===== src/rtl/spi_pkg.sv =====
// Shared SPI link definitions for the initiator and the on-chip receiver.
// No logic: state encoding, byte width and mode-0 clock polarity/phase.
package spi_pkg;

  localparam int SPI_BYTE_W = 8;

  // Mode 0: SCLK idles low, data captured on the leading (rising) edge.
  localparam logic SPI_MODE0_CPOL = 1'b0;
  localparam logic SPI_MODE0_CPHA = 1'b0;

  typedef enum logic [2:0] {
    IDLE,
    LEAD,
    SCLK_HI,
    SCLK_LO,
    WAIT,
    GAP
  } spi_state_t;

endpackage


===== src/rtl/spi_master_if.sv =====
// Byte handshake plus SPI pins between the initiator and its user/slave side.
// Combinational bundle only; tx_valid/tx_ready is the backpressure point.
interface spi_master_if;
  import spi_pkg::*;

  logic [SPI_BYTE_W-1:0] tx_data;
  logic                  tx_valid;
  logic                  tx_last;
  logic                  tx_ready;
  logic [SPI_BYTE_W-1:0] rx_data;
  logic                  rx_valid;
  logic                  busy;
  logic                  sclk;
  logic                  ssel;
  logic                  mosi;
  logic                  miso;

  modport master (
    input  tx_data, tx_valid, tx_last, miso,
    output tx_ready, rx_data, rx_valid, busy, sclk, ssel, mosi
  );

  modport slave (
    output tx_data, tx_valid, tx_last, miso,
    input  tx_ready, rx_data, rx_valid, busy, sclk, ssel, mosi
  );

endinterface


===== src/rtl/spi_clk_div.sv =====
// SCLK half-period timer: reloads to CLK_DIV-1 on i_load, o_tick when expired.
// Zero-latency tick (combinational from count); no backpressure.
module spi_clk_div #(
  parameter int CLK_DIV = 4
) (
  input  logic clk,
  input  logic rst_n,
  input  logic i_load,
  output logic o_tick
);

  localparam int CNT_W = $clog2(CLK_DIV + 1);
  localparam logic [CNT_W-1:0] RELOAD = CNT_W'(CLK_DIV - 1);

  logic [CNT_W-1:0] r_cnt;

  always_ff @(posedge clk or negedge rst_n) begin
    if (!rst_n) begin
      r_cnt <= '0;
    end else if (i_load) begin
      r_cnt <= RELOAD;
    end else if (r_cnt != '0) begin
      r_cnt <= r_cnt - 1'b1;
    end
  end

  assign o_tick = (r_cnt == '0);

endmodule


===== src/rtl/spi_master.sv =====
// Mode-0 SPI initiator: bytes shifted MSB-first, SSEL held across a frame; rx_valid 1+17H clk after accept.
// tx_ready only in IDLE/WAIT; tx_valid elsewhere is ignored, WAIT holds the frame open indefinitely.
module spi_master
  import spi_pkg::*;
#(
  parameter int CLK_DIV = 4
) (
  input  logic          clk,
  input  logic          rst_n,
  spi_master_if.master  io_spi
);

  localparam int BIT_W = $clog2(SPI_BYTE_W);
  localparam logic [BIT_W-1:0] LAST_BIT = BIT_W'(SPI_BYTE_W - 1);
  localparam spi_state_t CAPTURE_ST = SPI_MODE0_CPHA ? SCLK_LO : SCLK_HI;
  localparam spi_state_t LAUNCH_ST  = SPI_MODE0_CPHA ? SCLK_HI : SCLK_LO;

  spi_state_t            r_state;
  spi_state_t            w_state_nxt;
  logic [SPI_BYTE_W-1:0] r_tx_shift;
  logic [SPI_BYTE_W-1:0] r_rx_shift;
  logic [SPI_BYTE_W-1:0] r_rx_data;
  logic [BIT_W-1:0]      r_bit_cnt;
  logic                  r_last;
  logic                  r_mosi;
  logic                  r_sclk;
  logic                  r_ssel;
  logic                  r_rx_valid;
  logic                  w_tick;
  logic                  w_load;
  logic                  w_tx_ready;
  logic                  w_accept;
  logic                  w_last_bit;
  logic                  w_byte_done;

  assign w_tx_ready  = (r_state == IDLE) || (r_state == WAIT);
  assign w_accept    = io_spi.tx_valid && w_tx_ready;
  assign w_last_bit  = (r_bit_cnt == LAST_BIT);
  assign w_byte_done = (r_state == SCLK_LO) && w_tick && w_last_bit;
  assign w_load      = (w_state_nxt != r_state);

  spi_clk_div #(.CLK_DIV(CLK_DIV)) u_clk_div (
    .clk    (clk),
    .rst_n  (rst_n),
    .i_load (w_load),
    .o_tick (w_tick)
  );

  always_ff @(posedge clk or negedge rst_n) begin
    if (!rst_n) begin
      r_state <= IDLE;
    end else begin
      r_state <= w_state_nxt;
    end
  end

  always_comb begin
    w_state_nxt = r_state;
    case (r_state)
      IDLE:    if (w_accept) w_state_nxt = LEAD;
      LEAD:    if (w_tick)   w_state_nxt = SCLK_HI;
      SCLK_HI: if (w_tick)   w_state_nxt = SCLK_LO;
      SCLK_LO: begin
        if (w_tick) begin
          if (!w_last_bit) w_state_nxt = SCLK_HI;
          else if (r_last) w_state_nxt = GAP;
          else             w_state_nxt = WAIT;
        end
      end
      WAIT:    if (w_accept) w_state_nxt = LEAD;
      GAP:     if (w_tick)   w_state_nxt = IDLE;
      default:               w_state_nxt = IDLE;
    endcase
  end

  always_ff @(posedge clk or negedge rst_n) begin
    if (!rst_n) begin
      r_tx_shift <= '0;
      r_rx_shift <= '0;
      r_rx_data  <= '0;
      r_bit_cnt  <= '0;
      r_last     <= 1'b0;
      r_mosi     <= 1'b0;
      r_sclk     <= SPI_MODE0_CPOL;
      r_ssel     <= 1'b0;
      r_rx_valid <= 1'b0;
    end else begin
      if (w_accept) begin
        r_tx_shift <= io_spi.tx_data;
        r_last     <= io_spi.tx_last;
        r_bit_cnt  <= '0;
        r_mosi     <= io_spi.tx_data[SPI_BYTE_W-1];
      end else if (r_state != LAUNCH_ST && w_state_nxt == LAUNCH_ST && !w_last_bit) begin
        r_tx_shift <= {r_tx_shift[SPI_BYTE_W-2:0], 1'b0};
        r_mosi     <= r_tx_shift[SPI_BYTE_W-2];
      end

      // Bit counter wraps 7 -> 0 on the final SCLK_LO exit.
      if (!w_accept && r_state == SCLK_LO && w_tick) begin
        r_bit_cnt <= r_bit_cnt + 1'b1;
      end

      if (r_state != CAPTURE_ST && w_state_nxt == CAPTURE_ST) begin
        r_rx_shift <= {r_rx_shift[SPI_BYTE_W-2:0], io_spi.miso};
      end

      r_rx_valid <= w_byte_done;
      if (w_byte_done) begin
        r_rx_data <= r_rx_shift;
      end

      r_sclk <= (w_state_nxt == SCLK_HI) ? ~SPI_MODE0_CPOL : SPI_MODE0_CPOL;
      r_ssel <= (w_state_nxt inside {LEAD, SCLK_HI, SCLK_LO, WAIT});
    end
  end

  assign io_spi.tx_ready = w_tx_ready;
  assign io_spi.rx_data  = r_rx_data;
  assign io_spi.rx_valid = r_rx_valid;
  assign io_spi.busy     = (r_state != IDLE);
  assign io_spi.sclk     = r_sclk;
  assign io_spi.ssel     = r_ssel;
  assign io_spi.mosi     = r_mosi;

endmodule


===== src/flat_wrapper.sv =====
// flat-port wrapper written by rule: the top's interface ports become plain ports
module spi_master_flat import spi_pkg::*;
#(
  parameter int CLK_DIV = 4
)
  (clk, rst_n, io_spi_tx_data, io_spi_tx_valid, io_spi_tx_last, io_spi_miso, io_spi_tx_ready, io_spi_rx_data, io_spi_rx_valid, io_spi_busy, io_spi_sclk, io_spi_ssel, io_spi_mosi);
  spi_master_if io_spi_i ();
  input  logic clk;
  input  logic rst_n;
  input wire logic [$bits(io_spi_i.tx_data)-1:0] io_spi_tx_data;
  input wire logic [$bits(io_spi_i.tx_valid)-1:0] io_spi_tx_valid;
  input wire logic [$bits(io_spi_i.tx_last)-1:0] io_spi_tx_last;
  input wire logic [$bits(io_spi_i.miso)-1:0] io_spi_miso;
  output wire logic [$bits(io_spi_i.tx_ready)-1:0] io_spi_tx_ready;
  output wire logic [$bits(io_spi_i.rx_data)-1:0] io_spi_rx_data;
  output wire logic [$bits(io_spi_i.rx_valid)-1:0] io_spi_rx_valid;
  output wire logic [$bits(io_spi_i.busy)-1:0] io_spi_busy;
  output wire logic [$bits(io_spi_i.sclk)-1:0] io_spi_sclk;
  output wire logic [$bits(io_spi_i.ssel)-1:0] io_spi_ssel;
  output wire logic [$bits(io_spi_i.mosi)-1:0] io_spi_mosi;
  assign io_spi_i.tx_data = io_spi_tx_data;
  assign io_spi_i.tx_valid = io_spi_tx_valid;
  assign io_spi_i.tx_last = io_spi_tx_last;
  assign io_spi_i.miso = io_spi_miso;
  assign io_spi_tx_ready = io_spi_i.tx_ready;
  assign io_spi_rx_data = io_spi_i.rx_data;
  assign io_spi_rx_valid = io_spi_i.rx_valid;
  assign io_spi_busy = io_spi_i.busy;
  assign io_spi_sclk = io_spi_i.sclk;
  assign io_spi_ssel = io_spi_i.ssel;
  assign io_spi_mosi = io_spi_i.mosi;
  spi_master #(.CLK_DIV(CLK_DIV)) u_core (.clk(clk), .rst_n(rst_n), .io_spi(io_spi_i));
endmodule

===== config.mk =====
export PLATFORM = sky130hd
export DESIGN_NAME = spi_master_flat
export DESIGN_NICKNAME = d
export VERILOG_FILES = /design/src/rtl/spi_pkg.sv /design/src/rtl/spi_master_if.sv /design/src/rtl/spi_clk_div.sv /design/src/rtl/spi_master.sv /design/src/flat_wrapper.sv
export SDC_FILE = /design/constraint.sdc
export NUM_CORES = 1
export LEC_CHECK = 0
export ABC_AREA = 0
export ABC_CLOCK_PERIOD_IN_PS = 3250
export CAP_MARGIN = 20
export CELL_PAD_IN_SITES_DETAIL_PLACEMENT = 0
export CELL_PAD_IN_SITES_GLOBAL_PLACEMENT = 1
export CORE_MARGIN = 3
export CORE_UTILIZATION = 38
export DETAILED_ROUTE_END_ITERATION = 8
export PLACE_DENSITY_LB_ADDON = 0.12
export SETUP_SLACK_MARGIN = 0.1
export SYNTH_ARGS = -nofsm -noshare
export SYNTH_HDL_FRONTEND = slang
export SYNTH_HIERARCHICAL = 1
export SYNTH_SLANG_ARGS = --single-unit

===== constraint.sdc =====
create_clock -name clk -period 3.25 [get_ports clk]
set_input_delay 0.4875 -clock clk [delete_from_list [all_inputs] [get_ports clk]]
set_output_delay 0.4875 -clock clk [all_outputs]
set_load 0.05 [all_outputs]

==> results of run 1 <==
flip-flops by register name (all words and copies together) (netlist names):
signal	count
u_core/r_tx_shift	7
u_core/r_state	3
u_core/io_spi.ssel	1
u_core/r_rx_shift	8
u_core/r_last	1
u_core/io_spi.mosi	1
u_core/io_spi.rx_data	8
u_core/u_clk_div/r_cnt	3
u_core/io_spi.sclk	1
u_core/io_spi.rx_valid	1
u_core/r_bit_cnt	3
worst paths after layout:
check | to | start | cells past startpoint
setup / recovery | u_core/u_clk_div/r_cnt[1]$_DFFE_PN0P_ | u_core/u_clk_div/r_cnt[0]$_DFFE_PN0P_ | 10
hold / removal | u_core/io_spi.rx_data[7]$_DFFE_PN0P_ | u_core/r_rx_shift[7]$_DFFE_PN0P_ | 2
setup reg to reg | u_core/u_clk_div/r_cnt[1]$_DFFE_PN0P_ | u_core/u_clk_div/r_cnt[0]$_DFFE_PN0P_ | 10
hold reg to reg | u_core/io_spi.rx_data[7]$_DFFE_PN0P_ | u_core/r_rx_shift[7]$_DFFE_PN0P_ | 2
max in group asynchronous | u_core/r_tx_shift[6]$_DFFE_PN0P_ | rst_n | 2
min in group asynchronous | u_core/r_tx_shift[0]$_DFFE_PN0P_ | rst_n | 2
through the flow:
| stage | setup slack (ns) | util |
|---|---|---|
| 6_report | 0.687 | 0.503 |
| 5_1_grt | 0.468 | 0.503 |
| 3_3_place_gp | 0.952 | 0.478 |
| 4_1_cts | 0.658 | 0.503 |
| 3_5_place_dp | 0.681 | 0.478 |
| 2_1_floorplan | 1.00 | - |
final cells by class:
cell class,instances,area [µm²]
Clock buffer,5,68.8
Clock inverter,2,35.0
Fill cell,383,2080
Inverter,5,23.8
Multi-Input combinational cell,103,713
Sequential cell,37,926
Tap cell,50,62.6
Timing Repair Buffer,27,268
cell families after synthesis:
logic type / synth area share
DFF: 0.542
adders and majority gates: 0.0293
AOI/OAI and AO/OA: 0.0916
muxes: 0.130
buffers and inverters: 0.0403
and+or+nand+nor: 0.166
power breakdown:
part | leakage (nW) | switching [mW] | total (mW) | internal, mW
logic | 0.436 | 0.283 | 0.522 | 0.239
registers | 0.461 | 0.112 | 0.712 | 0.600
clock network | 0.0540 | 0.151 | 0.374 | 0.223
total | 0.950 | 0.546 | 1.61 | 1.06
cell usage after synthesis, drive strengths merged:
cell / number
nand2: 29
ha: 4
a41o: 1
and2: 2
mux2: 10
nor2b: 3
nor2: 14
o21ai: 2
mux2i: 11
a211oi: 1
a21oi: 10
nand2b: 2
o41ai: 1
a21o: 1
or3b: 1
and2b: 1
dfrtp: 37
inv: 5
nand4: 1
o21a: 1
nand4bb: 1
a22o: 3
a31oi: 1
buf: 6
nor3: 1
or2b: 1
and4b: 1
metal layers:
layer  vias to the layer above  GRT usage  part of all wire
met5                         -          0                 0
met2                        19      0.239              0.53
met4                         0     0.0553            0.0030
met3                         2     0.0413             0.049
li1                        567          -                 -
met1                       552      0.157              0.42
worst max-delay path: stages, from the launching register on:
cell     delay, ns
dfrtp_1       0.40
inv_1         0.09
ha_1          0.17
and2b_2       0.28
and4b_1       0.46
nand2_8       0.13
inv_6         0.12
a21o_4        0.15
mux2i_1       0.42
nor2b_1       0.10
mux2i_1       0.16
==> metrics.txt, run 1 <==
# hold bufs at CTS 0; Leakage 0.950 nW; register area share after synthesis 0.542; #FFs+latches synth 37; Max Freq 390 MHz; hold_ws ~0.48 ns; worst reg-to-reg setup slack 0.69 ns; proportion of layout cells with a drive suffix above 1 0.140; number of global-route vias before repair around 1,300; worst path required time 3.44 ns; highest ir drop seen on vdd 0.285 mV; Starting Density 0.409; Worst Hold Class reg2reg; first-pass GRT wire length between 5000 and 6000 µm; Synth Instances 151; core area 4170 µm²; Synth Cell Area around 1700 µm²; Total Neg Setup Slack 0 ns; status finished clean; Placed Area 1990 µm²; aggregate global-route resource usage 0.138; most frequent cells in the layout dfrtp_1 (37), nand2_1 (28), clkdlybuf4s50_1 (26); CTS tree yes; Max transition margin 0.609; Slew Limit Fails 0; dominant cell type by area after synthesis dfrtp_1; PortBufs 26; max cap viols 0; detailed-route via count roughly 1,100; Routed Antenna Nets 0; chip height 73.0 µm; Iter 0 DRT Violations 41; commonest non-fill, non-tap cell in the layout dfrtp_1; DP Cell Count 222; Avg Inst Size Synth 11.3 µm²; critical path arrival 2.75 ns; Ports 27; DRT Wirelength 3300 µm; Layout area overhead 22.8%; largest cells by area after synthesis dfrtp_1 (54%), mux2i_1 (6.4%), nand2_1 (6.2%); Worst Max-Slew Pin Slew 0.587 ns; synth unique cells 33; endpoints failing hold 0; Setup violations, final 0; clock-pin slew on the worst setup and hold paths around 0.070 ns; post-detail-place hpwl 2310 µm; Power per Cell Area 767 nW/µm²; post-route clock period utilization 0.789; clk_skew 0.00534 ns; clk sinks 37; GR Overflow Total 0; Synth top area share 0.542; yosys warns 6; fin cells 229; gpl congestion 0.721; RSZ-0062 raised after global routing no; CP endpoint kind register; largest net degree at the start of global routing 38; die boundary width around 73 µm; post-CTS resize count 0; Routed wire per std cell 14.4 µm; # DRC 0; initial antenna violation count 0; row cnt 23; H-tree depth 2; CP max FO 11; TritonCTS Buffers 5; Final Power 1.61 mW; number of antenna repair diodes 0; clk buf depth 2; Syn Nets 168; Final min period 2.56 ns; crit path launch type register; Die Area 5330 µm²; drt first pass iters 4; final net count 196; Root Buffer clkbuf_8; Clk Latency, worst-skew pair 0.28 ns; final instance area approximately 2100 µm²; WS Path Type reg2reg; Vias/cell between 4 and 5; Post-CTS Setup Repair Bufs 0
Note: power is estimated with default switching activity, not from simulation.
==> run 2, diff against run 1 <==
- ABC_CLOCK_PERIOD_IN_PS: 3250 -> 2450
- clock period: 3.25 -> 2.45 ns (I/O delays scaled with it)
==> metrics.txt, run 2 (synthesis gave the netlist of run 1 again) <==
commonest non-fill, non-tap cell in the layout dfrtp_1; # DRC 0; CP max FO 12; WS Path Type reg2out; TritonCTS Buffers 5; Root Buffer clkbuf_8; Clk Latency, worst-skew pair between 0.2 and 0.3 ns; H-tree depth 2; status finished clean; row cnt 23; final net count 200; Total Neg Setup Slack 0 ns; worst r2r src u_core/u_clk_div/r_cnt[0]$_DFFE_PN0P_; RSZ-0062 raised after global routing no; core area 4170 µm²; aggregate global-route resource usage 0.136; Setup violations, final 0; largest net degree at the start of global routing 38; highest ir drop seen on vdd 0.375 mV; Max Freq 450 MHz; Iter 0 DRT Violations 67; proportion of layout cells with a drive suffix above 1 0.159; CP endpoint kind output pin; GR Overflow Total 0; pre-CTS setup slack 0.244 ns; detailed-route via count 1,148; post-detail-place hpwl 2310 µm; DRT Wirelength around 3200 µm; first-pass GRT wire length 5570 µm; Worst Reg-to-Reg Cells 11; Slew Limit Fails 0; fin cells 232; post-route clock period utilization 0.908; initial antenna violation count 0; Max transition margin 0.641; worst path required time ~2.1 ns; PortBufs 26; reg2reg end u_core/u_clk_div/r_cnt[1]$_DFFE_PN0P_; endpoints failing hold 0; max cap viols 0; Worst Hold Class reg2reg; Ports 27; worst reg-to-reg setup slack 0.27 ns; Starting Density 0.409; most frequent cells in the layout dfrtp_1 (37), nand2_1 (28), clkdlybuf4s50_1 (26); Routed Antenna Nets 0; clk_skew 0.00546 ns; Power per Cell Area 979 nW/µm²; HP Start u_core/io_spi.rx_data[4]$_DFFE_PN0P_; Worst Hold End u_core/io_spi.rx_data[4]$_DFFE_PN0P_; number of global-route vias before repair 1,190; Layout area overhead 22.9%; clk sinks 37; hold_ws 0.477 ns; Leakage about 0.96 nW; Worst Max-Slew Pin Slew 0.539 ns; die boundary width 73.0 µm; drt first pass iters 4; Hold Crit Depth 2; Vias/cell 4.95; CTS tree yes; clock-pin slew on the worst setup and hold paths 0.07 ns; Routed wire per std cell 14.0 µm; crit path launch type register; Final min period 2.22 ns; number of antenna repair diodes 0; chip height 73.0 µm; worst setup margin 0.226 ns; Die Area approximately 5300 µm²; critical path arrival 1.86 ns; # hold bufs at CTS 0; DP Cell Count 226; Final Power 2.06 mW; clk buf depth 2; gpl congestion 0.785
run 2: changes by cell type in the layout (fill, tap and decap cells not counted), sizes merged:
cell	previous run	this run
buf	1	5
bufinv	1	0
run 2: what timing repair did:
| item | in CTS | in global routing |
|---|---|---|
| gates resized for setup | 0 | 1 |
| buffers inserted | 0 | 0 |
| endpoints found under the setup margin | 0 | 1 |
run 2: worst max-delay path, stage by stage, from the launching register on:
cell	delay (ns)
dfrtp_1	0.56
nor2_1	0.13
nand2_1	0.08
clkdlybuf4s50_1	0.80
run 2: final cells by class:
class,instances,area [µm²]
tap,50,62.6
multi-input combinational,103,714
timing repair buffer,31,298
sequential,37,926
clock inverter,1,5.00
inverter,5,23.8
fill,380,2070
clock buffer,5,68.8
run 2: worst max path at each step:
| stage | start | to | slack [ns] | cells past startpoint |
|---|---|---|---|---|
| after detailed placement | u_core/u_clk_div/r_cnt[0]$_DFFE_PN0P_ | u_core/u_clk_div/r_cnt[1]$_DFFE_PN0P_ | 0.24 | 11 |
| final | u_core/r_state[0]$_DFF_PN0_ | io_spi_busy | 0.23 | 3 |
| after floorplan | u_core/u_clk_div/r_cnt[0]$_DFFE_PN0P_ | u_core/u_clk_div/r_cnt[0]$_DFFE_PN0P_ | 0.26 | 12 |
| after global placement | u_core/u_clk_div/r_cnt[0]$_DFFE_PN0P_ | u_core/u_clk_div/r_cnt[0]$_DFFE_PN0P_ | 0.35 | 11 |
| after global routing | u_core/u_clk_div/r_cnt[0]$_DFFE_PN0P_ | u_core/u_clk_div/r_cnt[1]$_DFFE_PN0P_ | 0.11 | 11 |
| after CTS | u_core/r_state[0]$_DFF_PN0_ | io_spi_busy | 0.21 | 3 |
run 2: metrics by stage:
stage	cell area [µm²]	util
2_1_floorplan	1710	-
3_3_place_gp	2020	0.485
3_5_place_dp	2020	0.485
4_1_cts	2100	0.503
5_1_grt	2100	0.503
6_report	2100	0.503
run 2: power by group:
group,leakage (nW),switching [mW],internal (mW)
Combinational,0.455,0.399,0.352
Clock,0.0399,0.190,0.187
Sequential,0.461,0.130,0.797
Total,0.956,0.719,1.34
run 2: metal layers:
metal,part of all wire,up-vias,track usage,wire (µm)
met5,0,-,0,0
met4,0.014,0,0.0471,45
met3,0.060,7,0.0455,196
met2,0.49,34,0.218,1600
met1,0.43,535,0.171,1400
li1,-,572,-,-
